==> config.mk <==
export PLATFORM = sky130hd
export DESIGN_NAME = blink_host_if
export DESIGN_NICKNAME = d
export VERILOG_FILES = /design/src/rtl/blink_host_if.sv
export SDC_FILE = /design/constraint.sdc
export NUM_CORES = 2
export LEC_CHECK = 0
export BUFFER_PORTS_ARGS = -buffer_cell sky130_fd_sc_hd__buf_2
export CAP_MARGIN = 0
export CORE_AREA = 5 5 684 686
export DETAILED_ROUTE_END_ITERATION = 6
export DIE_AREA = 0 0 689 691
export PLACE_DENSITY = 0.37
export SYNTH_ARGS = -nofsm -noshare
export SYNTH_HDL_FRONTEND = slang
export SYNTH_SLANG_ARGS = --single-unit
==> constraint.sdc <==
create_clock -name clk -period 5.7 [get_ports clk]
set_clock_uncertainty 0.15 [all_clocks]
set_input_delay 1.14 -clock clk [delete_from_list [all_inputs] [get_ports clk]]
set_output_delay 1.14 -clock clk [all_outputs]
set_load 0.02 [all_outputs]
==> src/rtl/blink_host_if.sv <==
// blink_host_if
// -------------
// Word-serial host front end for the registered Blink tweakable block-cipher
// core. The host writes a 1280-bit round-key bundle word by word, then streams
// eight 32-bit words (tweak MSW-first, then block MSW-first). The collected
// values are presented in parallel to the core. After the core's fixed
// register latency the 128-bit result is captured and streamed back out as
// four 32-bit words, MSW first.
//
// Ports
//   clk        sole clock, rising edge
//   rst        synchronous, active-high reset
//   key_we     key word write strobe
//   key_addr   key word index 0..39; word i lands in core_K0[32i+31:32i]
//   key_wdata  key word
//   key_err    one-cycle pulse when a key write is dropped
//   in_valid   block-word valid
//   in_ready   block-word ready (only while collecting, low during rst)
//   in_data    block word (words 0-3 tweak, 4-7 block)
//   in_enc     direction, 1 = encrypt, sampled with word 0 only
//   out_valid  result-word valid
//   out_ready  result-word ready
//   out_data   result word
//   out_last   high on result word 3
//   core_enc   to core enc
//   core_K0    to core K0 (round-key bundle)
//   core_T     to core T (tweak)
//   core_P     to core P (block)
//   core_C     from core C (result)

module blink_host_if #(
  parameter int WORD     = 32,
  parameter int N        = 128,
  parameter int ROUNDS   = 20,
  parameter int CORE_LAT = 2
) (
  input  logic                   clk,
  input  logic                   rst,
  input  logic                   key_we,
  input  logic [5:0]             key_addr,
  input  logic [WORD-1:0]        key_wdata,
  output logic                   key_err,
  input  logic                   in_valid,
  output logic                   in_ready,
  input  logic [WORD-1:0]        in_data,
  input  logic                   in_enc,
  output logic                   out_valid,
  input  logic                   out_ready,
  output logic [WORD-1:0]        out_data,
  output logic                   out_last,
  output logic                   core_enc,
  output logic [N*ROUNDS/2-1:0]  core_K0,
  output logic [N-1:0]           core_T,
  output logic [N-1:0]           core_P,
  input  logic [N-1:0]           core_C
);

  localparam int KEY_BITS  = N * ROUNDS / 2;
  localparam int KEY_WORDS = KEY_BITS / WORD;
  localparam int BLK_WORDS = N / WORD;
  localparam int IN_WORDS  = 2 * BLK_WORDS;
  localparam int CNT_W     = $clog2(IN_WORDS);
  localparam int OUT_W     = $clog2(BLK_WORDS);
  localparam int WAIT_W    = (CORE_LAT > 0) ? $clog2(CORE_LAT + 1) : 1;

  localparam logic [5:0]       KEY_LAST = 6'(KEY_WORDS - 1);
  localparam logic [OUT_W-1:0] OUT_LAST = OUT_W'(BLK_WORDS - 1);
  localparam logic [CNT_W-1:0] CNT_LAST = CNT_W'(IN_WORDS - 1);

  typedef enum logic [1:0] {
    ST_COLLECT = 2'd0,
    ST_WAIT    = 2'd1,
    ST_SEND    = 2'd2
  } state_t;

  state_t            state_reg;
  logic [CNT_W-1:0]  word_cnt_reg;
  logic [WAIT_W-1:0] wait_cnt_reg;
  logic [OUT_W-1:0]  out_cnt_reg;
  logic [OUT_W-1:0]  out_cnt_next;
  logic [N-1:0]      result_reg;
  logic              enc_reg;
  logic              key_err_reg;
  logic              out_valid_reg;
  logic              out_last_reg;
  logic [WORD-1:0]   out_data_reg;
  logic [WORD-1:0]   res_word [BLK_WORDS];

  logic in_fire;
  logic key_ok;
  logic key_fire;

  // in_ready is forced low while rst is asserted so nothing is accepted on
  // the reset edge even though the state register still reads COLLECT.
  assign in_ready = (state_reg == ST_COLLECT) && !rst;
  assign in_fire  = in_valid && in_ready;

  // Key writes are only safe before the first word of a block is taken;
  // after that the core inputs must stay frozen until the result is captured.
  assign key_ok   = (state_reg == ST_COLLECT) && (word_cnt_reg == '0) &&
                    (key_addr <= KEY_LAST);
  assign key_fire = key_we && key_ok;

  assign out_cnt_next = out_cnt_reg + OUT_W'(1);

  assign key_err   = key_err_reg;
  assign out_valid = out_valid_reg;
  assign out_last  = out_last_reg;
  assign out_data  = out_data_reg;
  assign core_enc  = enc_reg;

  genvar gi;

  // Round-key bundle: one register per 32-bit word, word i at bits 32i.
  generate
    for (gi = 0; gi < KEY_WORDS; gi++) begin : g_key
      logic [WORD-1:0] key_word_reg;

      always_ff @(posedge clk) begin
        if (rst) begin
          key_word_reg <= '0;
        end else if (key_fire && (key_addr == 6'(gi))) begin
          key_word_reg <= key_wdata;
        end
      end

      assign core_K0[WORD*gi +: WORD] = key_word_reg;
    end
  endgenerate

  // Tweak and block buffers. Word k of a group fills the k-th word from the
  // top, so word 0 is the MSW. The upper word-counter bit selects the group.
  generate
    for (gi = 0; gi < BLK_WORDS; gi++) begin : g_data
      logic [WORD-1:0] tweak_word_reg;
      logic [WORD-1:0] block_word_reg;

      always_ff @(posedge clk) begin
        if (rst) begin
          tweak_word_reg <= '0;
          block_word_reg <= '0;
        end else if (in_fire) begin
          if (word_cnt_reg == CNT_W'(gi)) begin
            tweak_word_reg <= in_data;
          end
          if (word_cnt_reg == CNT_W'(gi + BLK_WORDS)) begin
            block_word_reg <= in_data;
          end
        end
      end

      assign core_T[N-1-WORD*gi -: WORD] = tweak_word_reg;
      assign core_P[N-1-WORD*gi -: WORD] = block_word_reg;
      assign res_word[gi]                = result_reg[N-1-WORD*gi -: WORD];
    end
  endgenerate

  // Control FSM with registered handshake outputs.
  always_ff @(posedge clk) begin
    if (rst) begin
      state_reg     <= ST_COLLECT;
      word_cnt_reg  <= '0;
      wait_cnt_reg  <= '0;
      out_cnt_reg   <= '0;
      result_reg    <= '0;
      enc_reg       <= 1'b0;
      key_err_reg   <= 1'b0;
      out_valid_reg <= 1'b0;
      out_last_reg  <= 1'b0;
      out_data_reg  <= '0;
    end else begin
      key_err_reg <= key_we && !key_ok;

      case (state_reg)
        ST_COLLECT: begin
          if (in_fire) begin
            if (word_cnt_reg == '0) begin
              enc_reg <= in_enc;
            end
            if (word_cnt_reg == CNT_LAST) begin
              word_cnt_reg <= '0;
              wait_cnt_reg <= WAIT_W'(CORE_LAT);
              state_reg    <= ST_WAIT;
            end else begin
              word_cnt_reg <= word_cnt_reg + CNT_W'(1);
            end
          end
        end

        ST_WAIT: begin
          // Core inputs changed on the last accept edge; the core samples
          // one edge later and updates C CORE_LAT-1 edges after that, so
          // capturing when the counter has run out sees the settled result.
          if (wait_cnt_reg != '0) begin
            wait_cnt_reg <= wait_cnt_reg - WAIT_W'(1);
          end else begin
            result_reg    <= core_C;
            out_data_reg  <= core_C[N-1 -: WORD];
            out_last_reg  <= (OUT_LAST == '0);
            out_valid_reg <= 1'b1;
            out_cnt_reg   <= '0;
            state_reg     <= ST_SEND;
          end
        end

        ST_SEND: begin
          if (out_ready) begin
            if (out_cnt_reg == OUT_LAST) begin
              out_cnt_reg   <= '0;
              out_valid_reg <= 1'b0;
              out_last_reg  <= 1'b0;
              out_data_reg  <= '0;
              state_reg     <= ST_COLLECT;
            end else begin
              out_cnt_reg  <= out_cnt_next;
              out_data_reg <= res_word[out_cnt_next];
              out_last_reg <= (out_cnt_next == OUT_LAST);
            end
          end
        end

        default: begin
          state_reg <= ST_COLLECT;
        end
      endcase
    end
  end

endmodule

**After elaboration in Yosys (flattened, before gate mapping)**

Cells that the tools add are included.

- Bits in read-only memories: 0
- Memories kept: 0
- Output and inout bits: 1573
- Latch bits: 0
- Input port bits: 204
- Flip-flop bits (word level): 1709
- Bits in writable memories: 0
- Word-level logic and storage cells: 220

- Divide/modulo/power cells: 0
- $add $sub $neg: 3
- Shift operators: 0
- Order comparisons: 2
- Eq/ne operators: 56
- Bitwise gates (word level): 2
- $mul: 0
- Reductions and logical operators: 69
- Mux-type cells: 30

Operators by type and width:

| operator | number |
|---|---|
| $mux 32 | 5 |
| $eq 6x5->1 const B | 16 |
| $bmux 32 s2 | 1 |
| $pmux 32 s2 | 1 |
| $eq 6x4->1 const B | 8 |
| $eq 6x6->1 const B | 8 |
| $logic_and 1x1->1 | 46 |
| $eq 6x3->1 const B | 4 |
| $mux 2 | 11 |
| $reduce_and 2->1 | 10 |
| $eq 3x3->1 const B | 4 |
| $eq 6x2->1 const B | 2 |
| $ne 2x2->1 const B | 5 |
| $pmux 2 s2 | 2 |
| $reduce_and 4->1 | 2 |
| $eq 2x2->1 const B | 3 |
| $eq 3x2->1 const B | 2 |
| $eq 6x1->1 const B | 1 |
| $le 6x6->1 const B | 1 |
| $logic_not 6->1 | 1 |
| $mux 1 | 6 |
| $pmux 2 s3 | 1 |
| $reduce_and 3->1 | 2 |
| $reduce_bool 2->1 | 3 |
| 15 further kinds | 17 |

**Depth between registers and ports, before layout**

- Depth in word-level cells: 8
- Depth in mapped cells: 8
- Gate-level depth less buffers: 5

**Worst setup path before layout**

No wires, ideal clock.

- Path type: input to output
- Start: input port rst
- End: output port in_ready
- Slack: 2.090 ns
- Arrival time: 2.320 ns
- Path buffers: 4
- Stages on the path: 5
- Data required time: 4.410 ns
- Cells stage by stage: clkbuf_1 clkbuf_1 clkbuf_1 clkbuf_1 nor3_1

- Word-level cells in the longest chain between the ends: 2

RTL lines:

| element | RTL line | source |
|---|---|---|
| start: declaration | 38 | `input logic rst,` |
| $logic_not 1->1 | 95 | `assign in_ready = (state_reg == ST_COLLECT) && !rst;` |
| $logic_and 1x1->1 | 95 |  |
| end: declaration | 44 | `output logic in_ready,` |

No other way between the ends.

**Final worst setup path**

- Start: register state_reg[0]
- End: output port in_ready

- Word-level cells in the longest chain between the ends: 2

RTL lines:

| element | RTL line | source |
|---|---|---|
| start: declaration | 76 | `state_t state_reg;` |
| start signal: assignment | 161 | `state_reg <= ST_COLLECT;` |
| start signal: assignment | 183 | `state_reg <= ST_WAIT;` |
| start signal: assignment | 202 | `state_reg <= ST_SEND;` |
| $logic_not 2->1 | 95 |  |
| $logic_and 1x1->1 | 95 |  |

No other way between the ends.

==> flow_summary_export.csv <==
group,metric,value,unit
yosys,synth.area.top_cells,"dfxtp_1 52%, mux2i_1 20%, nand2b_1 12%, a21oi_1 3.0%, clkbuf_1 2.7%",
yosys,avgSynthCellArea,10.27,um2
floorplanning,initial_core_util,14.32,%
sta,timing.slew.headroom,22.17,%
global_routing,grt_max_degree,202,
worst_setup_path,rr_startpoint,"word_cnt_reg[0]",
worst_setup_path,r2r_slack,2.24,ns
cts,cts_setup_buffers,0,
yosys,synth_ff_type,"dfxtp_1",
detailed_routing,dr.pass1.iters,7,
layout,seqCellArea,0.03421,mm2
floorplanning,dieArea,0.4761,mm2
yosys,yosysTopAreaCell,"dfxtp_1",
min_path,min_path_type,"flip-flop to flip-flop",
yosys,yosysMostFrequentCell,"dfxtp_1",
status,status,"finished clean",
detailed_routing,routed_wl,373.4,mm
pwr,p_comb_share,5.6,%
worst_setup_path,critPathLaunch,"state_reg[0]",
pwr,vdd_drop_max,0.2230,mV
sta,post-route-period-util,64.82,%
cts,cts_made_buffers,214,
sta,period_needed,3.695,ns
worst_setup_path,reg2reg_depth,7,
cts,cts_htree_levels,4,
cts,clk_latency,0.87,ns
detailed_routing,via_count,52464,
global_routing,grtUsageTotal,14.90,%
min_path,min_path_cells,2,
pwr,p_per_area,309.9,mW/mm2
cts,hold_buffers,0,
layout,area_growth,34.80,%
worst_setup_path,r2r_end,"g_key[13].key_word_reg[15]",
layout,drive_gt1_share,28.93,%
global_routing,antenna_found_initial,45,
global_routing,grt_pass1_wl,494.9,mm
placed_design,gp_congestion,0.7577,
pwr,p_clk_share,50.8,%
detailed_routing,first_iter_violations,2972,
pwr,internal_power,20.60,mW
yosys,ys_seq_elements,1709,
worst_setup_path,required,4.41,ns
worst_setup_path,arrival,2.40,ns
detailed_routing,wl_per_cell,26.17,um
sta,clock.fmax,0.2707,GHz
yosys,yosys.cell_types.count,40,
detailed_routing,drc,0,
floorplanning,rows,250,
cts,cts_sinks,1709,
min_path,hold_end,"res_word[24]",
yosys,synth_nets,6649,
detailed_routing,via_per_inst,3.677,
pwr,swShare,25.37,%
sta,hold_viol,0,
layout,fillCellCount,51277,
detailed_routing,ant_nets,0,
yosys,synth_edf_count,0,
global_routing,grt_overflow,0,
sta,rsz0062_at_grt,"false",
sta,setup_viol,0,
floorplanning,ioPinCount,1777,
layout,nets,8131,
placed_design,numPortBuffers,1776,
cts,cts_tree,"built",
worst_setup_path,critPathLaunchType,"flip-flop",
sta,worstMarginPinSlew,1.168,ns
cts,clockRootBuffer,"clkbuf_16",
yosys,synth_top_area_share,51.78,%
layout,largest_reg_flops,1280,
worst_setup_path,crit_type,"flip-flop to primary output",
placed_design,hpwl,267.9,mm
yosys,yosys-top-cells-count,"1,709 x dfxtp_1, 1,345 x mux2i_1, 1,316 x nand2b_1",
sta,report.final.slew_viol_count,0,
floorplanning,die_x,689,um
yosys,netlist_instances,6436,
worst_setup_path,crit_path_max_fanout,12,
yosys,synth_seq_area_share,51.78,%
cts,ctsLongestPathBuffers,4,
min_path,hp-start,"res_word[24]",
yosys,async_flop_share,0,%
yosys,yosysWarnings,0,
cts,ctsResizeCount,0,
cts,clk_pin_slew_worst_paths,0.06,ns
pwr,leakage,44.18,nW
global_routing,grt_pass1_vias,53035,
pwr,seq_power_share,43.6,%
sta,fin_hold_ws,0.3034,ns
yosys,synth_area,0.06607,mm2
run,cap_violations,0,
layout,multiInputGateArea,0.02949,mm2
floorplanning,die_y,691,um
floorplanning,core,0.4614,mm2
sta,fin_tns_setup,0,ns
pwr,switching_power,7.002,mW
worst_setup_path,end_kind,"primary output",
[cells in the final DEF (no fill, tap or decap), types with 25 or more instances in the layout]
| cell type | n |
|---|---|
| buf_2 | 1775 |
| dfxtp_1 | 1709 |
| mux2i_1 | 1345 |
| nand2b_1 | 1282 |
| a21oi_1 | 392 |
| o21ai_0 | 290 |
| nand3_1 | 260 |
| nand2_1 | 259 |
| clkbuf_16 | 214 |
| buf_4 | 126 |
| clkbuf_1 | 53 |
| clkbuf_8 | 53 |
| inv_1 | 39 |
| nand2b_4 | 33 |
| a221oi_1 | 33 |
| o22a_1 | 32 |
| buf_12 | 25 |
[metrics by stage]
stage	setup WS [ns]	util (%)	total power [mW]	instance area, um2	instances
6_report	2.005	19.30	27.60	89060	14270
2_1_floorplan	2.090	-	13.01	66070	6436
3_5_place_dp	1.412	17.76	13.91	81920	13876
5_1_grt	1.840	19.29	28.63	89020	14254
4_1_cts	1.866	19.29	28.17	89020	14252
3_3_place_gp	1.374	17.76	13.91	81920	13876
[area by class of cell]
cell class	count	share of cell area, %
inverters	40	0.1686
clock buffers	320	7.055
well taps	6174	8.674
flip-flops and latches	1709	38.41
multi-input cells	4026	33.11
diodes	18	0.05057
repair buffers	1927	11.62
clock inverters	56	0.9146
[routing by layer]
metal | vias up | global-route usage [%] | part of all wire [%]
li1 | 24615 | - | -
met1 | 25930 | 16.96 | 39
met2 | 1560 | 27.16 | 51
met3 | 359 | 4.281 | 7.0
met4 | 0 | 3.557 | 2.6
met5 | - | 0 | 0
[power by group through the flow]
| stage | registers [mW] | logic [mW] | clock network [mW] |
|---|---|---|---|
| finish | 12.0 | 1.55 | 14.0 |
| global route | 12.0 | 1.64 | 15.0 |
| CTS | 12.0 | 1.62 | 14.5 |
| detailed placement | 12.3 | 1.62 | 0 |
| global placement | 12.3 | 1.62 | 0 |
| floorplan | 12.3 | 0.658 | 0 |
[worst max-delay path by stage]
stage	end	slack, ns	depth (start not counted)
after CTS	in_ready	1.87	3
after global placement	g_key[13].key_word_reg[13]	1.37	6
after floorplan	in_ready	2.09	5
after global routing	in_ready	1.84	3
after detailed placement	g_key[13].key_word_reg[15]	1.41	6
final	in_ready	2.01	3
[cell families after synthesis]
| logic type | synth area share (%) |
|---|---|
| muxes | 20.38 |
| buffers and inverters | 4.316 |
| adders and majority gates | 0.1704 |
| and+or+nand+nor | 17.25 |
| DFF | 51.78 |
| AOI/OAI and AO/OA | 6.104 |
[worst max-delay path: stages, from the launching register on]
cell	delay, ns
dfxtp_1	0.53
buf_4	0.31
nor3_1	0.39
buf_2	0.29
No activity file was read; power rests on OpenSTA's default activity.
